--- config.mk ---
export PLATFORM = sky130hd
export DESIGN_NAME = register_writeback_flat
export DESIGN_NICKNAME = d
export VERILOG_FILES = /design/src/rtl/register_writeback_if.sv /design/src/rtl/register_writeback.sv /design/src/flat_wrapper.sv
export SDC_FILE = /design/constraint.sdc
export NUM_CORES = 1
export LEC_CHECK = 0
export ABC_CLOCK_PERIOD_IN_PS = 2600
export CORE_UTILIZATION = 30
export DETAILED_ROUTE_END_ITERATION = 6
export HOLD_SLACK_MARGIN = 0.06
export SYNTH_ARGS = -nofsm -noshare
export SYNTH_HDL_FRONTEND = slang
export SYNTH_SLANG_ARGS = --single-unit
--- constraint.sdc ---
create_clock -name clk -period 2.6 [get_ports clk]
set_input_delay 0.26 -clock clk [delete_from_list [all_inputs] [get_ports clk]]
set_output_delay 0.26 -clock clk [all_outputs]
set_load 0.01 [all_outputs]
--- src/rtl/register_writeback_if.sv ---
// register_writeback_if: execute, load-data, register-file write and forwarding signals of the writeback stage
interface register_writeback_if;
  logic        stall;
  logic        cpu_stat_wb;
  logic [4:0]  rd_adr_ex;
  logic        wbk_rd_reg_ex;
  logic        is_load_ex;
  logic [2:0]  ld_funct3_ex;
  logic [1:0]  ld_ofs_ex;
  logic [31:0] alu_data_ex;
  logic        ld_data_vld;
  logic [31:0] ld_rdata;
  logic        wb_run;
  logic        wb_err;
  logic [4:0]  rd_adr_wb;
  logic        wbk_rd_reg_wb;
  logic [31:0] wbk_data_wb;
  logic        fwd_vld;
  logic [4:0]  fwd_adr;
  logic [31:0] fwd_data;
  modport master (
    output stall, cpu_stat_wb, rd_adr_ex, wbk_rd_reg_ex, is_load_ex, ld_funct3_ex, ld_ofs_ex, alu_data_ex,
    output ld_data_vld, ld_rdata,
    input  wb_run, wb_err, rd_adr_wb, wbk_rd_reg_wb, wbk_data_wb, fwd_vld, fwd_adr, fwd_data
  );
  modport slave (
    input  stall, cpu_stat_wb, rd_adr_ex, wbk_rd_reg_ex, is_load_ex, ld_funct3_ex, ld_ofs_ex, alu_data_ex,
    input  ld_data_vld, ld_rdata,
    output wb_run, wb_err, rd_adr_wb, wbk_rd_reg_wb, wbk_data_wb, fwd_vld, fwd_adr, fwd_data
  );
endinterface

--- src/rtl/register_writeback.sv ---
// register_writeback: writeback stage with load alignment and register-file write port
// Define WBK_FWD_EN to build the one-cycle-delayed forwarding copy of each committed write.
module register_writeback (
  input  logic           clk,
  input  logic           rst_n,
  register_writeback_if.slave bus
);
  typedef enum logic [1:0] {WB_IDLE, WB_LDW, WB_WRT} wb_state_e;
  wb_state_e   state;
  logic [4:0]  rd_q;
  logic        we_q;
  logic [2:0]  f3_q;
  logic [1:0]  ofs_q;
  logic [7:0]  ld_byte;
  logic [15:0] ld_half;
  logic [31:0] ld_algn;
  logic        ld_err;
  logic        wr_alu;
  logic        wr_ld;
  always_comb begin
    ld_byte = bus.ld_rdata[{ofs_q, 3'b000} +: 8];
    ld_half = bus.ld_rdata[{ofs_q[1], 4'b0000} +: 16];
    ld_algn = f3_q == 3'b000 ? {{24{ld_byte[7]}}, ld_byte} :
              f3_q == 3'b001 ? {{16{ld_half[15]}}, ld_half} :
              f3_q == 3'b100 ? {24'b0, ld_byte} :
              f3_q == 3'b101 ? {16'b0, ld_half} : bus.ld_rdata;
    ld_err  = f3_q == 3'b011 || f3_q[2:1] == 2'b11 || (f3_q[1:0] == 2'b01 && ofs_q[0]) ||
              (f3_q == 3'b010 && ofs_q != 2'b00);
    wr_alu  = bus.wbk_rd_reg_ex && bus.rd_adr_ex != 5'd0;
    wr_ld   = we_q && rd_q != 5'd0 && !ld_err;
  end
  assign bus.wb_run = state != WB_IDLE;
  // Write-port outputs are loaded on the edge entering WB_WRT so they are valid during that cycle.
  always_ff @(posedge clk or negedge rst_n)
    if (!rst_n) begin
      state             <= WB_IDLE;
      rd_q              <= '0;
      we_q              <= 1'b0;
      f3_q              <= '0;
      ofs_q             <= '0;
      bus.wbk_rd_reg_wb <= 1'b0;
      bus.wb_err        <= 1'b0;
      bus.rd_adr_wb     <= '0;
      bus.wbk_data_wb   <= '0;
    end else begin
      bus.wbk_rd_reg_wb <= 1'b0;
      bus.wb_err        <= 1'b0;
      if (state == WB_IDLE && bus.cpu_stat_wb && !bus.stall) begin
        rd_q  <= bus.rd_adr_ex;
        we_q  <= bus.wbk_rd_reg_ex;
        f3_q  <= bus.ld_funct3_ex;
        ofs_q <= bus.ld_ofs_ex;
        state <= bus.is_load_ex ? WB_LDW : WB_WRT;
        if (!bus.is_load_ex && wr_alu) begin
          bus.wbk_rd_reg_wb <= 1'b1;
          bus.rd_adr_wb     <= bus.rd_adr_ex;
          bus.wbk_data_wb   <= bus.alu_data_ex;
        end
      end else if (state == WB_LDW) begin
        if (bus.stall) state <= WB_IDLE;
        else if (bus.ld_data_vld) begin
          state      <= WB_WRT;
          bus.wb_err <= ld_err;
          if (wr_ld) begin
            bus.wbk_rd_reg_wb <= 1'b1;
            bus.rd_adr_wb     <= rd_q;
            bus.wbk_data_wb   <= ld_algn;
          end
        end
      end else if (state == WB_WRT) state <= WB_IDLE;
    end
`ifdef WBK_FWD_EN
  always_ff @(posedge clk or negedge rst_n)
    if (!rst_n) begin
      bus.fwd_vld  <= 1'b0;
      bus.fwd_adr  <= '0;
      bus.fwd_data <= '0;
    end else begin
      bus.fwd_vld  <= bus.wbk_rd_reg_wb;
      bus.fwd_adr  <= bus.wbk_rd_reg_wb ? bus.rd_adr_wb : 5'd0;
      bus.fwd_data <= bus.wbk_rd_reg_wb ? bus.wbk_data_wb : 32'd0;
    end
`else
  assign bus.fwd_vld  = 1'b0;
  assign bus.fwd_adr  = '0;
  assign bus.fwd_data = '0;
`endif
endmodule

--- src/flat_wrapper.sv ---
// flat-port wrapper written by rule: the top's interface ports become plain ports
module register_writeback_flat 
  (clk, rst_n, bus_stall, bus_cpu_stat_wb, bus_rd_adr_ex, bus_wbk_rd_reg_ex, bus_is_load_ex, bus_ld_funct3_ex, bus_ld_ofs_ex, bus_alu_data_ex, bus_ld_data_vld, bus_ld_rdata, bus_wb_run, bus_wb_err, bus_rd_adr_wb, bus_wbk_rd_reg_wb, bus_wbk_data_wb, bus_fwd_vld, bus_fwd_adr, bus_fwd_data);
  register_writeback_if bus_i ();
  input  logic clk;
  input  logic rst_n;
  input wire logic [$bits(bus_i.stall)-1:0] bus_stall;
  input wire logic [$bits(bus_i.cpu_stat_wb)-1:0] bus_cpu_stat_wb;
  input wire logic [$bits(bus_i.rd_adr_ex)-1:0] bus_rd_adr_ex;
  input wire logic [$bits(bus_i.wbk_rd_reg_ex)-1:0] bus_wbk_rd_reg_ex;
  input wire logic [$bits(bus_i.is_load_ex)-1:0] bus_is_load_ex;
  input wire logic [$bits(bus_i.ld_funct3_ex)-1:0] bus_ld_funct3_ex;
  input wire logic [$bits(bus_i.ld_ofs_ex)-1:0] bus_ld_ofs_ex;
  input wire logic [$bits(bus_i.alu_data_ex)-1:0] bus_alu_data_ex;
  input wire logic [$bits(bus_i.ld_data_vld)-1:0] bus_ld_data_vld;
  input wire logic [$bits(bus_i.ld_rdata)-1:0] bus_ld_rdata;
  output wire logic [$bits(bus_i.wb_run)-1:0] bus_wb_run;
  output wire logic [$bits(bus_i.wb_err)-1:0] bus_wb_err;
  output wire logic [$bits(bus_i.rd_adr_wb)-1:0] bus_rd_adr_wb;
  output wire logic [$bits(bus_i.wbk_rd_reg_wb)-1:0] bus_wbk_rd_reg_wb;
  output wire logic [$bits(bus_i.wbk_data_wb)-1:0] bus_wbk_data_wb;
  output wire logic [$bits(bus_i.fwd_vld)-1:0] bus_fwd_vld;
  output wire logic [$bits(bus_i.fwd_adr)-1:0] bus_fwd_adr;
  output wire logic [$bits(bus_i.fwd_data)-1:0] bus_fwd_data;
  assign bus_i.stall = bus_stall;
  assign bus_i.cpu_stat_wb = bus_cpu_stat_wb;
  assign bus_i.rd_adr_ex = bus_rd_adr_ex;
  assign bus_i.wbk_rd_reg_ex = bus_wbk_rd_reg_ex;
  assign bus_i.is_load_ex = bus_is_load_ex;
  assign bus_i.ld_funct3_ex = bus_ld_funct3_ex;
  assign bus_i.ld_ofs_ex = bus_ld_ofs_ex;
  assign bus_i.alu_data_ex = bus_alu_data_ex;
  assign bus_i.ld_data_vld = bus_ld_data_vld;
  assign bus_i.ld_rdata = bus_ld_rdata;
  assign bus_wb_run = bus_i.wb_run;
  assign bus_wb_err = bus_i.wb_err;
  assign bus_rd_adr_wb = bus_i.rd_adr_wb;
  assign bus_wbk_rd_reg_wb = bus_i.wbk_rd_reg_wb;
  assign bus_wbk_data_wb = bus_i.wbk_data_wb;
  assign bus_fwd_vld = bus_i.fwd_vld;
  assign bus_fwd_adr = bus_i.fwd_adr;
  assign bus_fwd_data = bus_i.fwd_data;
  register_writeback u_core (.clk(clk), .rst_n(rst_n), .bus(bus_i));
endmodule
### Yosys cells after proc, flatten, opt, wreduce, memory -nomap -nowiden

Index checks and enable logic that the tools add are counted.

| word-level totals | value |
|---|---|
| bits in registers | 52 |
| latch bits | 0 |
| bits in writable memories | 0 |
| ROM bits | 0 |
| input bits | 81 |
| output and inout bits | 78 |
| word-level logic and storage cells | 81 |
| memories kept | 0 |

| cells by class | value |
|---|---|
| add/subtract/negate cells | 0 |
| multiply operators | 0 |
| divide/modulo/power cells | 0 |
| $lt $le $gt $ge | 0 |
| equal/unequal tests | 12 |
| shift-type cells | 2 |
| muxes and demuxes | 32 |
| bitwise logic cells | 0 |
| reductions and logical operators | 26 |

Operators by type and width:

| cell | count |
|---|---|
| $mux W32 | 10 |
| $shiftx A32 B6 Y16 | 1 |
| $shiftx A32 B6 Y8 | 1 |
| $mux W5 | 6 |
| $mux W2 | 6 |
| $mux W1 | 10 |
| $reduce_bool A2 Y1 | 5 |
| $reduce_bool A5 Y1 | 2 |
| $logic_and A1 B1 Y1 | 8 |
| $eq A3 B2 Y1 const B | 2 |
| $eq A3 B3 Y1 const B | 2 |
| $reduce_and A5 Y1 | 1 |
| $eq A2 B1 Y1 const B | 2 |
| $eq A2 B2 Y1 const B | 2 |
| $ne A4 B3 Y1 const B | 1 |
| $eq A3 B1 Y1 const B | 1 |
| $logic_not A1 Y1 | 3 |
| $logic_not A3 Y1 | 1 |
| $logic_or A1 B1 Y1 | 3 |
| $reduce_bool A3 Y1 | 1 |
| $logic_not A2 Y1 | 1 |
| $ne A2 B1 Y1 const B | 1 |
| $ne A2 B2 Y1 const B | 1 |
| $reduce_and A2 Y1 | 1 |

### Depth between registers and ports, before layout

| logic depth | value |
|---|---|
| depth after elaboration | 11 |
| depth in mapped cells | 8 |
| gate-level depth less buffers | 7 |

### Least setup slack after synthesis

OpenSTA, ideal clock, no wires.

| timing path | value |
|---|---|
| kind | flip-flop to flip-flop |
| from | register u_core.state[0] |
| to | register u_core.bus.rd_adr_wb[0] |
| arrival | 1.848 ns |
| path slack | 0.627 ns |
| cell stages (with the launch flop) | 9 |
| period minus slack after synthesis | 1.973 ns |
| path through | dfrtp_1 inv_1 ha_1 nand3b_2 a2111o_1 o31a_4 inv_6 buf_12 mux2_4 |

| between the ends | value |
|---|---|
| longest elaborated chain between the ends | 5 |
| elaborated cells between the ends (all ways) | 11 |

Ends and longest elaborated chain:

| item | line | source |
|---|---|---|
| start, declared | register_writeback.sv:9 | `wb_state_e state;` |
| start signal, assigned | register_writeback.sv:53 | `state <= bus.is_load_ex ? WB_LDW : WB_WRT;` |
| $logic_not A2 Y1 | register_writeback.sv:48 | `if (state == WB_IDLE && bus.cpu_stat_wb && !bus.stall) begin` |
| $logic_and A1 B1 Y1 (2 in series) | register_writeback.sv:48 |  |
| $ne A2 B2 Y1 (no line) (tied with other cells) | - |  |
| $reduce_and A5 Y1 (no line) | - |  |
| end signal, assigned | register_writeback.sv:56 | `bus.rd_adr_wb <= bus.rd_adr_ex;` |
| end signal, assigned | register_writeback.sv:66 | `bus.rd_adr_wb <= rd_q;` |
| end, declared | register_writeback_if.sv:29 | `output wb_run, wb_err, rd_adr_wb, wbk_rd_reg_wb, wbk_data_wb, fwd_vld, fwd_adr, fwd_data` |

Parallel ways exist; a longest one is shown, timed or not.
A chain may end at the register's enable or synchronous reset.

### Worst setup path after layout

| timing path | value |
|---|---|
| from | register u_core.state[0] |
| to | register u_core.bus.wbk_data_wb[17] |

| between the ends | value |
|---|---|
| longest elaborated chain between the ends | 5 |
| elaborated cells between the ends (all ways) | 11 |

Ends and longest elaborated chain:

| item | line | source |
|---|---|---|
| $logic_not A2 Y1 | register_writeback.sv:48 |  |
| $logic_and A1 B1 Y1 (2 in series) | register_writeback.sv:48 |  |
| $ne A2 B2 Y1 (no line) (tied with other cells) | - |  |
| $reduce_and A5 Y1 (no line) | - |  |
| end signal, assigned | register_writeback.sv:57 | `bus.wbk_data_wb <= bus.alu_data_ex;` |
| end signal, assigned | register_writeback.sv:67 | `bus.wbk_data_wb <= ld_algn;` |
| end, declared | register_writeback_if.sv:29 |  |

Parallel ways exist; a longest one is shown, timed or not.

==> impl_summary.log <==
INFO  metric outcome = complete, but fails checks
INFO  metric failed_checks = DRC
INFO  metric most_used_dff_post_synth = dfrtp_1
INFO  metric starting_utilization_of_the_core_area = 31.1%
INFO  metric wl_per_cell = 16.6 um
INFO  metric cts-htree-levels = 2
INFO  metric p_leak = 2.16 nW
INFO  metric cts_root_buf = clkbuf_16
INFO  metric design.portCount = 159
INFO  metric worst_slew_pin_slew = 0.584 ns
INFO  metric final_layout_size_suffix_gt1_share = 13.1%
INFO  metric synthCells = 370
INFO  metric final_core_utilization = 42.3%
INFO  metric timing.clock.skew = 0.00746 ns
INFO  metric drc = 22
INFO  metric most_common_cell_after_layout_fill_and_taps_aside = clkdlybuf4s50_1
INFO  metric clock_insertion_delay_worst_skew = 0.29 ns
INFO  metric synth.yosys.seq_area_share = 36.3%
INFO  metric clock_path_buffers = 2
INFO  metric ys_async_sr_fraction = 100%
INFO  metric setup.worst_path.start_class = register
INFO  metric resized_after_cts = 0
INFO  metric yosys_register_bits = 52
INFO  metric finalSetupViolations = 0
INFO  metric timing.final.crit_period = 2.29 ns
INFO  metric sink_count = 52
INFO  metric synthDistinctLibCells = 51
INFO  metric ir_drop = 0.000344 V
INFO  metric synth-edff-count = 0
INFO  metric rsz0062_at_grt = false
INFO  metric routed_wl = 10400 um
INFO  metric final_antenna_net_count = 0
INFO  metric timing.critical_path.to_type = register
INFO  metric fin_nets = 564
INFO  metric power.density_cell_area = 1020 mW/mm^2
INFO  metric globalRoute.totalOverflow = 0
INFO  metric dp.final_hpwl = 8080 um
INFO  metric seqCellArea = 0.00130 sq mm
INFO  metric path_clk_slew = 0.07 ns
INFO  metric max-cap-violations = 0
INFO  metric post_synth_instance_area = 0.00358 sq mm
INFO  metric cts_setup_buffers = 0
INFO  metric achievable-frequency = 437 MHz
INFO  metric dieArea = 0.0124 sq mm
INFO  metric period_share = 88.1%
INFO  metric syn_avg_cell_area = 9.68 sq um
INFO  metric most-common-layout-cells = 119 x clkdlybuf4s50_1, 52 x nand2_1, 52 x dfrtp_1
INFO  metric setup_tns = 0 ns
INFO  metric critPathMaxFanout = 31
INFO  metric vias_in_the_first_global_route = 2945
INFO  metric tritoncts_clock_tree = built
INFO  metric synth.yosys.warnings = 0
INFO  metric criticalPathCategory = reg -> reg
INFO  metric report.final.slew_viol_count = 0
INFO  metric synthesis_to_finish_area_growth = 36.1%
INFO  metric timing.critical_path.required = 2.77 ns
INFO  metric slew_headroom = 61.1%
INFO  metric grt_antenna_before_repair = 0
INFO  metric drt-pass1-iter-count = 6
INFO  metric grt_start_max_net_pins = 43
INFO  metric number_of_hold_violations_in_the_final_report = 0
INFO  metric combined_area_of_the_multi_input_logic_cells = 0.00194 sq mm
INFO  metric number_of_core_rows = 39
INFO  metric grt_first_pass_wirelength = 16200 um
INFO  metric post_cts_hold_buffer_count = 1
INFO  metric worst_hold_path_type = in -> async
INFO  metric nFillCells = 1131
INFO  metric drt_iter0_drc = 242
INFO  metric grtUsageTotal = 16.6%
INFO  metric tritoncts.num_buffers = 5
INFO  metric gp_congestion = 0.869
INFO  metric r2r.worst_path.cells = 7
INFO  metric fp.dieW = 111 um
INFO  metric antenna_cells_inserted = 0
INFO  metric core_area = 0.0115 sq mm
INFO  metric timing.critical_path.arrival = 2.46 ns
INFO  metric die_y = 111 um
INFO  metric routed_vias_inst = 4.91
INFO  metric via_count = 3065
INFO  metric number_of_input_and_output_port_buffers_inserted = 120
## routing by layer
metal  part of all wire [%]  track usage, %  up-vias
met2                     48            27.3      135
met5                      0               0        -
met1                     43            21.8     1454
li1                       -               -     1460
met4                    2.3            5.23        0
met3                    7.3            3.39       16
## logic make-up after synthesis
kind of cell	Yosys count	share of synthesized area (%)
AOI/OAI and AO/OA	76	15.3
buffers and inverters	73	13.5
other	1	0.105
DFF	52	36.3
adders and majority gates	3	1.05
and+or+nand+nor	119	16.7
muxes	46	17.1
## state kept, by name (all words and copies together), names as in the netlist
signal                    flops
u_core.ofs_q                  2
u_core.state                  2
u_core.f3_q                   3
u_core.bus.wb_err             1
u_core.bus.rd_adr_wb          5
u_core.bus.wbk_data_wb       32
u_core.rd_q                   5
u_core.we_q                   1
u_core.bus.wbk_rd_reg_wb      1
## per-stage QoR
step / hold WS [ns] / setup WS, ns / power (W) / instances / instance area (sq um)
after CTS: 0.500 / 0.352 / 0.00498 / 624 / 4870
after floorplan: -0.0356 / 0.627 / 0.00325 / 407 / 3720
final: 0.480 / 0.309 / 0.00495 / 624 / 4870
after global routing: 0.527 / 0.192 / 0.00527 / 624 / 4870
after detailed placement: 0.259 / 0.163 / 0.00431 / 615 / 4720
after global placement: 0.258 / 0.236 / 0.00425 / 615 / 4720
## worst max-delay path: stages, from the launching register on
cell	delay (ns)
dfrtp_1	0.41
inv_1	0.07
ha_1	0.24
nand2_1	0.13
nand4_1	0.21
o31a_4	0.39
inv_6	0.31
mux2_2	0.38
## cells in the mapped netlist (2+ instances only)
cell       n  area, sq um
dfrtp_1   52         1300
nand2_1   52          195
buf_4     38          285
a31oi_1   33          206
nor2_1    33          124
mux2_4    29          435
mux2i_1   13          130
clkbuf_1  12         45.0
and3b_1    9         78.8
a21oi_1    8         40.0
a221oi_1   7         61.3
inv_1      7         26.3
o311ai_0   7         61.3
buf_2      6         30.0
o31ai_1    6         45.0
buf_1      4         15.0
mux2_2     4         45.0
o21ai_0    4         20.0
buf_12     3         60.1
ha_1       3         37.5
nand2b_1   3         18.8
nor2b_1    3         18.8
a22oi_1    2         15.0
a32o_1     2         20.0
and2_1     2         12.5
nand3_1    2         10.0
nor3_1     2         10.0
## area by class of cell
type                    instances  area share [%]
clock buffers                   5            2.57
clock inverters                 3           0.385
inverters                       9           0.796
multi-input cells             282            39.7
flip-flops and latches         52            26.7
well taps                     143            3.67
repair buffers                130            26.1
## power breakdown
part | internal, W | switching [W]
sequential | 0.00119 | 0.000330
combinational | 0.00150 | 0.00128
clock | 0.000356 | 0.000297
## path summary, 6_finish.rpt
path / slack, ns / to / startpoint
worst max-delay path: 0.31 / u_core.bus.wbk_data_wb[17]$_DFFE_PN0P_ / u_core.state[0]$_DFFE_PN0P_
worst max register to register: 0.31 / u_core.bus.wbk_data_wb[17]$_DFFE_PN0P_ / u_core.state[0]$_DFFE_PN0P_
worst min register to register: 0.50 / u_core.state[1]$_DFFE_PN0P_ / u_core.state[1]$_DFFE_PN0P_
worst min-delay path: 0.48 / u_core.rd_q[2]$_DFFE_PN0P_ / rst_n
max in group asynchronous: 1.33 / u_core.rd_q[0]$_DFFE_PN0P_ / rst_n
min in group clk: 0.50 / u_core.state[1]$_DFFE_PN0P_ / u_core.state[1]$_DFFE_PN0P_
Note: power is estimated with default switching activity, not from simulation.
